`config.mk`:
```
export PLATFORM = sky130hd
export DESIGN_NAME = data_mem_arbiter_flat
export DESIGN_NICKNAME = d
export VERILOG_FILES = /design/src/rtl/data_mem_arbiter_if.sv /design/src/rtl/data_mem_arbiter.sv /design/src/flat_wrapper.sv
export SDC_FILE = /design/constraint.sdc
export NUM_CORES = 1
export LEC_CHECK = 0
export CAP_MARGIN = 20
export CORE_AREA = 2 2 129 131
export DETAILED_ROUTE_END_ITERATION = 12
export DIE_AREA = 0 0 131 133
export SYNTH_ARGS = -nofsm -noshare
export SYNTH_HDL_FRONTEND = slang
export SYNTH_SLANG_ARGS = --single-unit
```
`constraint.sdc`:
```
create_clock -name clk -period 3.52 [get_ports clk]
set_clock_uncertainty 0.15 [all_clocks]
set_input_delay 0.352 -clock clk [delete_from_list [all_inputs] [get_ports clk]]
set_output_delay 0.352 -clock clk [all_outputs]
set_load 0.05 [all_outputs]
```
`src/rtl/data_mem_arbiter_if.sv`:
```
// Bus bundle for data_mem_arbiter: core load/store path, DMA/debug requester
// and the shared data-memory port, plus an owner debug tap.
//
// DMA handshake: a beat transfers on a rising clk edge when dmaValid && dmaReady
// are both high. The requester holds dmaWe/dmaAddr/dmaWdata stable while
// dmaValid is high and the beat is not yet accepted; dmaReady never depends
// on the beat's payload. A read beat returns dmaRdata with a one-cycle
// dmaRvalid pulse on the edge after acceptance.
interface data_mem_arbiter_if #(
  parameter int ADDR_WIDTH = 32,
  parameter int DATA_WIDTH = 32
);
  // core side
  logic                  coreReq;
  logic                  coreWe;
  logic [ADDR_WIDTH-1:0] coreAddr;
  logic [DATA_WIDTH-1:0] coreWdata;
  logic [DATA_WIDTH-1:0] coreRdata;
  logic                  coreStall;
  // DMA / debug side
  logic                  dmaValid;
  logic                  dmaReady;
  logic                  dmaWe;
  logic [ADDR_WIDTH-1:0] dmaAddr;
  logic [DATA_WIDTH-1:0] dmaWdata;
  logic [DATA_WIDTH-1:0] dmaRdata;
  logic                  dmaRvalid;
  // memory side
  logic [ADDR_WIDTH-1:0] memAddr;
  logic [DATA_WIDTH-1:0] memWdata;
  logic                  memWe;
  logic [DATA_WIDTH-1:0] memRdata;
  // status / debug
  logic [31:0]           stallCount;
  logic                  ownerDbg;   // 0 = core owns the port, 1 = DMA owns it

  // arbiter view
  modport slave (
    input  coreReq, coreWe, coreAddr, coreWdata,
    output coreRdata, coreStall,
    input  dmaValid, dmaWe, dmaAddr, dmaWdata,
    output dmaReady, dmaRdata, dmaRvalid,
    output memAddr, memWdata, memWe,
    input  memRdata,
    output stallCount, ownerDbg
  );

  // environment view (core, DMA and memory models)
  modport master (
    output coreReq, coreWe, coreAddr, coreWdata,
    input  coreRdata, coreStall,
    output dmaValid, dmaWe, dmaAddr, dmaWdata,
    input  dmaReady, dmaRdata, dmaRvalid,
    input  memAddr, memWdata, memWe,
    output memRdata,
    input  stallCount, ownerDbg
  );
endinterface

```
`src/rtl/data_mem_arbiter.sv`:
```
// Data-memory port arbiter between the single-cycle core and a DMA/debug
// requester. Core has default priority; a waiting DMA is forced in after
// STARVE_LIMIT blocked cycles and is bounded to MAX_BURST beats while the core
// keeps requesting. The core is stalled whenever DMA owns the port.
// Optional macro ARB_STALL_COUNT_EN: enables the saturating stallCount counter;
// otherwise stallCount is tied to zero.
module data_mem_arbiter #(
  parameter int MAX_BURST    = 4,
  parameter int STARVE_LIMIT = 8
) (
  input logic               clk,
  input logic               reset,
  data_mem_arbiter_if.slave bus
);
  localparam int WAIT_W  = (STARVE_LIMIT > 1) ? $clog2(STARVE_LIMIT) : 1;
  localparam int BURST_W = (MAX_BURST > 1) ? $clog2(MAX_BURST) : 1;
  localparam logic [WAIT_W-1:0]  WAIT_LAST  = WAIT_W'(STARVE_LIMIT - 1);
  localparam logic [BURST_W-1:0] BURST_LAST = BURST_W'(MAX_BURST - 1);

  typedef enum logic {OWN_CORE = 1'b0, OWN_DMA = 1'b1} owner_t;

  owner_t             owner, owner_nxt;
  logic [WAIT_W-1:0]  wait_cnt, wait_nxt;
  logic [BURST_W-1:0] burst_cnt, burst_nxt;
  logic               dma_ready;
  logic               core_stall;
  logic               dma_rd_accept;

  // Port mux: the owner alone drives address, data and write enable
  assign dma_ready       = (owner == OWN_DMA);
  assign core_stall      = (owner == OWN_DMA) && bus.coreReq;
  assign dma_rd_accept   = bus.dmaValid && dma_ready && !bus.dmaWe;
  assign bus.dmaReady    = dma_ready;
  assign bus.coreStall   = core_stall;
  assign bus.coreRdata   = bus.memRdata;
  assign bus.memAddr     = dma_ready ? bus.dmaAddr  : bus.coreAddr;
  assign bus.memWdata    = dma_ready ? bus.dmaWdata : bus.coreWdata;
  assign bus.memWe       = dma_ready ? (bus.dmaValid && bus.dmaWe)
                                     : (bus.coreReq && bus.coreWe);
  assign bus.ownerDbg    = (owner == OWN_DMA);

  // Owner state and wait/burst counters
  always_ff @(posedge clk or negedge reset) begin
    if (!reset) begin
      owner     <= OWN_CORE;
      wait_cnt  <= '0;
      burst_cnt <= '0;
    end else begin
      owner     <= owner_nxt;
      wait_cnt  <= wait_nxt;
      burst_cnt <= burst_nxt;
    end
  end

  // Next owner: idle core yields at once; busy core yields after the starve
  // window; DMA yields when it drops valid or hits the burst cap under core load
  always_comb begin
    owner_nxt = owner;
    wait_nxt  = wait_cnt;
    burst_nxt = burst_cnt;
    unique case (owner)
      OWN_CORE: begin
        burst_nxt = '0;
        if (bus.dmaValid) begin
          if (!bus.coreReq || (wait_cnt == WAIT_LAST)) begin
            owner_nxt = OWN_DMA;
            wait_nxt  = '0;
          end else begin
            wait_nxt = wait_cnt + WAIT_W'(1);
          end
        end else begin
          wait_nxt = '0;
        end
      end
      OWN_DMA: begin
        wait_nxt = '0;
        if (!bus.dmaValid) begin
          owner_nxt = OWN_CORE;
          burst_nxt = '0;
        end else if (burst_cnt == BURST_LAST) begin
          // cap only matters while the core is waiting; otherwise saturate
          if (bus.coreReq) begin
            owner_nxt = OWN_CORE;
            burst_nxt = '0;
          end
        end else begin
          burst_nxt = burst_cnt + BURST_W'(1);
        end
      end
      default: owner_nxt = OWN_CORE;
    endcase
  end

  // Registered DMA read return: capture memory data on an accepted read beat
  always_ff @(posedge clk or negedge reset) begin
    if (!reset) begin
      bus.dmaRdata  <= '0;
      bus.dmaRvalid <= 1'b0;
    end else begin
      bus.dmaRvalid <= dma_rd_accept;
      if (dma_rd_accept) bus.dmaRdata <= bus.memRdata;
    end
  end

`ifdef ARB_STALL_COUNT_EN
  // Saturating count of cycles the core spent stalled
  always_ff @(posedge clk or negedge reset) begin
    if (!reset) begin
      bus.stallCount <= '0;
    end else if (core_stall && (bus.stallCount != 32'hFFFF_FFFF)) begin
      bus.stallCount <= bus.stallCount + 32'd1;
    end
  end
`else
  assign bus.stallCount = '0;
`endif

endmodule

```
`src/flat_wrapper.sv`:
```
// flat-port wrapper written by rule: the top's interface ports become plain ports
module data_mem_arbiter_flat 
#(
  parameter int MAX_BURST    = 4,
  parameter int STARVE_LIMIT = 8
)
  (clk, reset, bus_coreReq, bus_coreWe, bus_coreAddr, bus_coreWdata, bus_coreRdata, bus_coreStall, bus_dmaValid, bus_dmaWe, bus_dmaAddr, bus_dmaWdata, bus_dmaReady, bus_dmaRdata, bus_dmaRvalid, bus_memAddr, bus_memWdata, bus_memWe, bus_memRdata, bus_stallCount, bus_ownerDbg);
  data_mem_arbiter_if #(.ADDR_WIDTH(32), .DATA_WIDTH(32)) bus_i ();
  input logic clk;
  input logic reset;
  input wire logic [$bits(bus_i.coreReq)-1:0] bus_coreReq;
  input wire logic [$bits(bus_i.coreWe)-1:0] bus_coreWe;
  input wire logic [$bits(bus_i.coreAddr)-1:0] bus_coreAddr;
  input wire logic [$bits(bus_i.coreWdata)-1:0] bus_coreWdata;
  output wire logic [$bits(bus_i.coreRdata)-1:0] bus_coreRdata;
  output wire logic [$bits(bus_i.coreStall)-1:0] bus_coreStall;
  input wire logic [$bits(bus_i.dmaValid)-1:0] bus_dmaValid;
  input wire logic [$bits(bus_i.dmaWe)-1:0] bus_dmaWe;
  input wire logic [$bits(bus_i.dmaAddr)-1:0] bus_dmaAddr;
  input wire logic [$bits(bus_i.dmaWdata)-1:0] bus_dmaWdata;
  output wire logic [$bits(bus_i.dmaReady)-1:0] bus_dmaReady;
  output wire logic [$bits(bus_i.dmaRdata)-1:0] bus_dmaRdata;
  output wire logic [$bits(bus_i.dmaRvalid)-1:0] bus_dmaRvalid;
  output wire logic [$bits(bus_i.memAddr)-1:0] bus_memAddr;
  output wire logic [$bits(bus_i.memWdata)-1:0] bus_memWdata;
  output wire logic [$bits(bus_i.memWe)-1:0] bus_memWe;
  input wire logic [$bits(bus_i.memRdata)-1:0] bus_memRdata;
  output wire logic [$bits(bus_i.stallCount)-1:0] bus_stallCount;
  output wire logic [$bits(bus_i.ownerDbg)-1:0] bus_ownerDbg;
  assign bus_i.coreReq = bus_coreReq;
  assign bus_i.coreWe = bus_coreWe;
  assign bus_i.coreAddr = bus_coreAddr;
  assign bus_i.coreWdata = bus_coreWdata;
  assign bus_coreRdata = bus_i.coreRdata;
  assign bus_coreStall = bus_i.coreStall;
  assign bus_i.dmaValid = bus_dmaValid;
  assign bus_i.dmaWe = bus_dmaWe;
  assign bus_i.dmaAddr = bus_dmaAddr;
  assign bus_i.dmaWdata = bus_dmaWdata;
  assign bus_dmaReady = bus_i.dmaReady;
  assign bus_dmaRdata = bus_i.dmaRdata;
  assign bus_dmaRvalid = bus_i.dmaRvalid;
  assign bus_memAddr = bus_i.memAddr;
  assign bus_memWdata = bus_i.memWdata;
  assign bus_memWe = bus_i.memWe;
  assign bus_i.memRdata = bus_memRdata;
  assign bus_stallCount = bus_i.stallCount;
  assign bus_ownerDbg = bus_i.ownerDbg;
  data_mem_arbiter #(.MAX_BURST(MAX_BURST), .STARVE_LIMIT(STARVE_LIMIT)) u_core (.clk(clk), .reset(reset), .bus(bus_i));
endmodule
```
==> results of run 1 <==
Yosys cell counts (all sizes together):
| cell | instances | share of area |
|---|---|---|
| a21boi | 1 | 0.0026 |
| a21oi | 1 | 0.0017 |
| and2 | 3 | 0.0064 |
| and4bb | 1 | 0.0043 |
| buf | 76 | 0.20 |
| conb | 1 | 0.0013 |
| dfrtp | 39 | 0.33 |
| ha | 3 | 0.013 |
| mux2 | 96 | 0.41 |
| mux2i | 1 | 0.0034 |
| nand2 | 3 | 0.0064 |
| nand3 | 1 | 0.0017 |
| nor2 | 4 | 0.011 |
| nor2b | 3 | 0.0064 |
| o21ai | 2 | 0.0034 |
how the worst min path moves through the flow:
| stage | start | to | slack (ns) | cells past startpoint |
|---|---|---|---|---|
| 2_1_floorplan | reset | u_core.burst_cnt[0]$_DFFE_PN0P_ | -0.09 | 0 |
| 3_3_place_gp | u_core.wait_cnt[0]$_DFF_PN0_ | u_core.wait_cnt[0]$_DFF_PN0_ | 0.27 | 1 |
| 3_5_place_dp | u_core.wait_cnt[0]$_DFF_PN0_ | u_core.wait_cnt[0]$_DFF_PN0_ | 0.28 | 1 |
| 4_1_cts | reset | u_core.bus.dmaRdata[20]$_DFFE_PN0P_ | 0.08 | 1 |
| 5_1_grt | reset | u_core.bus.dmaRdata[14]$_DFFE_PN0P_ | 0.14 | 1 |
| 6_report | reset | u_core.bus.dmaRdata[14]$_DFFE_PN0P_ | 0.04 | 1 |
sequential cells by signal, indices dropped and copies added (netlist names):
name,cells
u_core.bus.dmaRvalid,1
u_core.burst_cnt,2
u_core.bus.dmaRdata,32
u_core.bus.dmaReady,1
u_core.wait_cnt,3
report_power, final:
| group | switching, mW | leakage, nW | internal (mW) | total, mW |
|---|---|---|---|---|
| registers | 0.0595 | 0.475 | 0.534 | 0.594 |
| clock network | 0.172 | 0.0741 | 0.283 | 0.456 |
| logic | 0.867 | 1.82 | 0.603 | 1.47 |
critical path: cells and delay by family (launching register included):
kind     cells  cell delay, ns
buf+inv      2            1.03
mux          1            0.37
flops        1            0.82
logic make-up (layout without fill, tap and decap cells):
kind of cell,after synthesis,in the layout,synth area share
other,1,33,0.00128
muxes,97,97,0.408
and+or+nand+nor,15,15,0.0358
adders and majority gates,3,3,0.0128
AOI/OAI and AO/OA,4,4,0.00767
buffers and inverters,76,307,0.202
DFF,39,39,0.332
layout make-up:
| cell class | instances | area share |
|---|---|---|
| sequential | 39 | 0.166 |
| clock buffer | 7 | 0.0242 |
| antenna | 1 | 0.000425 |
| tap | 220 | 0.0467 |
| timing repair buffer | 299 | 0.509 |
| clock inverter | 1 | 0.00149 |
| multi-input combinational | 151 | 0.252 |
metal layers:
metal	global-route usage	share of wire	wire (um)	vias up
met5	0	0	0	-
met4	0.0284	0.012	132	0
met3	0.0360	0.097	1080	10
met2	0.212	0.50	5550	160
met1	0.136	0.39	4350	1232
li1	-	-	-	1239
metrics by stage:
stage | setup WS, ns | power [mW] | cell area (um2) | cells | hold WS, ns
2_1_floorplan | 0.937 | 1.56 | 3050 | 266 | -0.0936
3_3_place_gp | 0.803 | 2.07 | 5740 | 709 | 0.270
3_5_place_dp | 0.748 | 2.08 | 5740 | 709 | 0.284
4_1_cts | 0.449 | 2.55 | 5890 | 717 | 0.0823
5_1_grt | 0.386 | 2.63 | 5890 | 718 | 0.139
6_report | 0.481 | 2.52 | 5890 | 718 | 0.0448
==> metrics.txt, run 1 <==
max_slew headroom 0.408; largest net degree at the start of global routing 40; post-CTS resize count 0; DP HPWL 9.47 mm; fin crit share 0.863; crit path launch type flop; Post-CTS Hold Buffers 0; sequential standard cell area 977 um2; worst hold path type in2async; commonest cells after routing, fill and taps aside clkdlybuf4s50_1 (297), mux2_2 (67), dfrtp_1 (38); Reg2Reg Launch Point u_core.bus.dmaReady$_DFF_PN0_; Hold Vio Cnt, Final 0; status finished clean; warning count from the yosys run 0; setup TNS 0 ns; Area Overhead vs Synth 100%; Distinct cells, synth 20; DRT Pass-1 Iters 4; die extent in y 133 um; final core area utilization 0.364; layout cells sized above 1 0.219; number of global-route vias before repair 2872; GRT overflow 0; final setup fails 0; Max Fclk 329 MHz; Final ANT Viol Nets 0; Initial DRC Count 32; worst reg-to-reg path cell count 3; Skew-Pair Late Insertion Delay 0.27 ns; Post-Syn Area 2940 um2; DIE WIDTH 131 um; die area 17400 um2; Critical Path Fanout Max 39; Post-CTS Setup Bufs 0; Worst-path clk slew 0.06 ns; Tmin final 3.04 ns; core area 16200 um2; drt total wl 11.1 mm; static leakage power 2.37 nW; total track usage 0.118; Power Density 428 nW/um2; routability congestion estimate 0.876; CTS max path bufs 2; IR drop worst, VDD 0.227 mV; Port-buffer cells 298; wire per inst 15.5 um; H-tree Lvls 2; Critical-path top delay cell dfrtp_2; Critical Path End Type output port; # IOs 331; reg-to-reg slack, setup 1.25 ns; first-pass GRT wire length 15.7 mm; CTS tree done; initial antenna violation count 1; Initial Util 0.182; Worst Path Required 3.02 ns; worst setup path startpoint u_core.bus.dmaReady$_DFF_PN0_; Setup crit end bus_memWdata[22]; kind of critical path reg2out; FILL cells 1568; reg2reg end u_core.bus.dmaRdata[30]$_DFFE_PN0P_; RSZ-0062 raised after global routing false; # DRC 0; # nets final 665; Slew @ Worst Pin 0.888 ns; Multi-input gate area 1490 um2; maxcap violations 0; cts bufs inserted 5; slowest stage delay, CP 0.82 ns; clk sink count 39; Via-to-Cell Ratio 3.68; Cell Chain, Critical Path buf_12 > mux2_2 > clkdlybuf4s50_1; Syn Inst Count 235; most common cell after layout, fill and taps aside clkdlybuf4s50_1; CP arrival 2.54 ns; DR vias 2641; CTS root buf clkbuf_16; fraction of the yosys area taken by sequential cells 0.332; fin. max-slew vios 0; syn_area_per_cell 12.5 um2; Core Rows 47; Seq cells post-synth 39
No activity file was read; power rests on OpenSTA's default activity.
==> run 2: changes to the inputs <==
PLACE_DENSITY = 0.61   (was unset)
==> metrics.txt, run 2 (synthesized netlist as in run 1, its figures left out) <==
routability congestion estimate 0.919 (+4.9%); clk sink count 39 (unchanged); CP arrival 2.17 ns (-0.37 ns); most common cell after layout, fill and taps aside clkdlybuf4s50_1; fin crit share 0.759 (-0.105); fin. max-slew vios 0 (unchanged); largest net degree at the start of global routing 74 (+85%); max reg flops 32 (unchanged); Power Density 431 nW/um2 (+0.83%); Critical Path End Type output port; die area 17400 um2 (unchanged); wire per inst 15.9 um (+2.8%); die extent in y 133 um (unchanged); Skew-Pair Late Insertion Delay 0.28 ns (about the same); Largest regs u_core.bus.dmaRdata x32, u_core.wait_cnt x3, u_core.burst_cnt x2; Slew @ Worst Pin 0.865 ns (-0.0230 ns); static leakage power 2.38 nW (about the same); Tmin final 2.67 ns (-0.368 ns); cts bufs inserted 5 (unchanged); total track usage 0.118 (+0.000309); diode count 0 (-1); Critical Path Fanout Max 73 (+87%); number of global-route vias before repair 2937 (+2.3%); drt total wl 11.4 mm (+2.7%); Initial DRC Count 29 (-9.4%); DP HPWL 9.58 mm (+1.2%); crit path launch type flop; worst hold path type in2async; Hold Vio Cnt, Final 0 (unchanged); layout cells sized above 1 0.221 (+0.00201); kind of critical path reg2out; Port-buffer cells 298 (unchanged); RSZ-0062 raised after global routing false; H-tree Lvls 2 (unchanged); Post-CTS Setup Bufs 0 (unchanged); max_slew headroom 0.423 (+0.0154); commonest cells after routing, fill and taps aside clkdlybuf4s50_1 (297), mux2_2 (67), dfrtp_1 (38); IR drop worst, VDD 0.273 mV (+20%); initial antenna violation count 1 (unchanged); Core Rows 47 (unchanged); post-CTS resize count 0 (unchanged); core area 16200 um2 (unchanged); final core area utilization 0.365 (+0.000387); maxcap violations 0 (unchanged); # DRC 0 (unchanged); Max Fclk 374 MHz (+14%); # IOs 331 (unchanged); setup TNS 0 ns (unchanged); CTS root buf clkbuf_16; first-pass GRT wire length 15.6 mm (-0.31%); CTS max path bufs 2 (unchanged); Post-CTS Hold Buffers 0 (unchanged); GRT overflow 0 (unchanged); Worst-path clk slew 0.06 ns (about the same); Worst Path Required 3.02 ns (about the same); Final ANT Viol Nets 0 (unchanged); status finished clean; DRT Pass-1 Iters 4 (unchanged); Area Overhead vs Synth 101%; DIE WIDTH 131 um (unchanged); final setup fails 0 (unchanged); # nets final 665 (unchanged); largest register by flop count u_core.bus.dmaRdata; DR vias 2676 (+1.3%); Initial Util 0.182 (unchanged); CTS tree done; Via-to-Cell Ratio 3.73 (+1.5%)
[run 2: changes by cell type in the layout (fill, tap and decap cells not counted)]
| cell | previous run | this run |
|---|---|---|
| clkinv_4 | 1 | 0 |
| clkbuf_8 | 1 | 2 |
| clkinvlp_4 | 0 | 1 |
| clkbuf_1 | 1 | 0 |
| diode_2 | 1 | 0 |
[run 2: area by class of cell]
cell class	instances	area (um2)
clock inverters	1	7.51
multi-input cells	151	1490
fillers	1545	10300
well taps	220	275
clock buffers	7	153
repair buffers	299	3000
flip-flops and latches	39	977
[run 2: final timing paths]
kind	cells after the start	slack, ns	endpoint	start
max in group asynchronous	1	2.58	u_core.bus.dmaReady$_DFF_PN0_	reset
hold / removal	1	0.03	u_core.bus.dmaRdata[13]$_DFFE_PN0P_	reset
hold reg to reg	1	0.30	u_core.wait_cnt[0]$_DFF_PN0_	u_core.wait_cnt[0]$_DFF_PN0_
setup reg to reg	4	1.43	u_core.bus.dmaRdata[31]$_DFFE_PN0P_	u_core.bus.dmaReady$_DFF_PN0_
min in group clk	1	0.30	u_core.wait_cnt[0]$_DFF_PN0_	u_core.wait_cnt[0]$_DFF_PN0_
setup / recovery	3	0.85	bus_memAddr[18]	u_core.bus.dmaReady$_DFF_PN0_
[run 2: metrics by stage]
step,std cells,cell area [um2],power (mW),hold WS (ns),worst slack (ns)
floorplan,266,3050,1.56,-0.0936,0.937
global placement,709,5740,2.07,0.272,0.988
detailed placement,709,5740,2.08,0.291,0.967
CTS,717,5900,2.58,0.0714,0.834
global route,717,5900,2.64,0.113,0.785
finish,717,5900,2.54,0.0345,0.849
[run 2: report_power, final]
part | switching [mW] | internal (mW) | total [mW] | leakage [nW]
combinational | 0.881 | 0.603 | 1.48 | 1.82
clock | 0.171 | 0.301 | 0.472 | 0.0761
sequential | 0.0522 | 0.535 | 0.587 | 0.475
[run 2: layer usage]
metal  track usage  wire length, um
met1         0.135             4460
met2         0.210             5480
met3        0.0380             1260
met4        0.0331              199
met5             0               11
[run 2: critical path: stages (launching register included)]
cell,delay [ns]
dfrtp_2,0.37
buf_12,0.32
mux2_2,0.38
clkdlybuf4s50_1,0.77
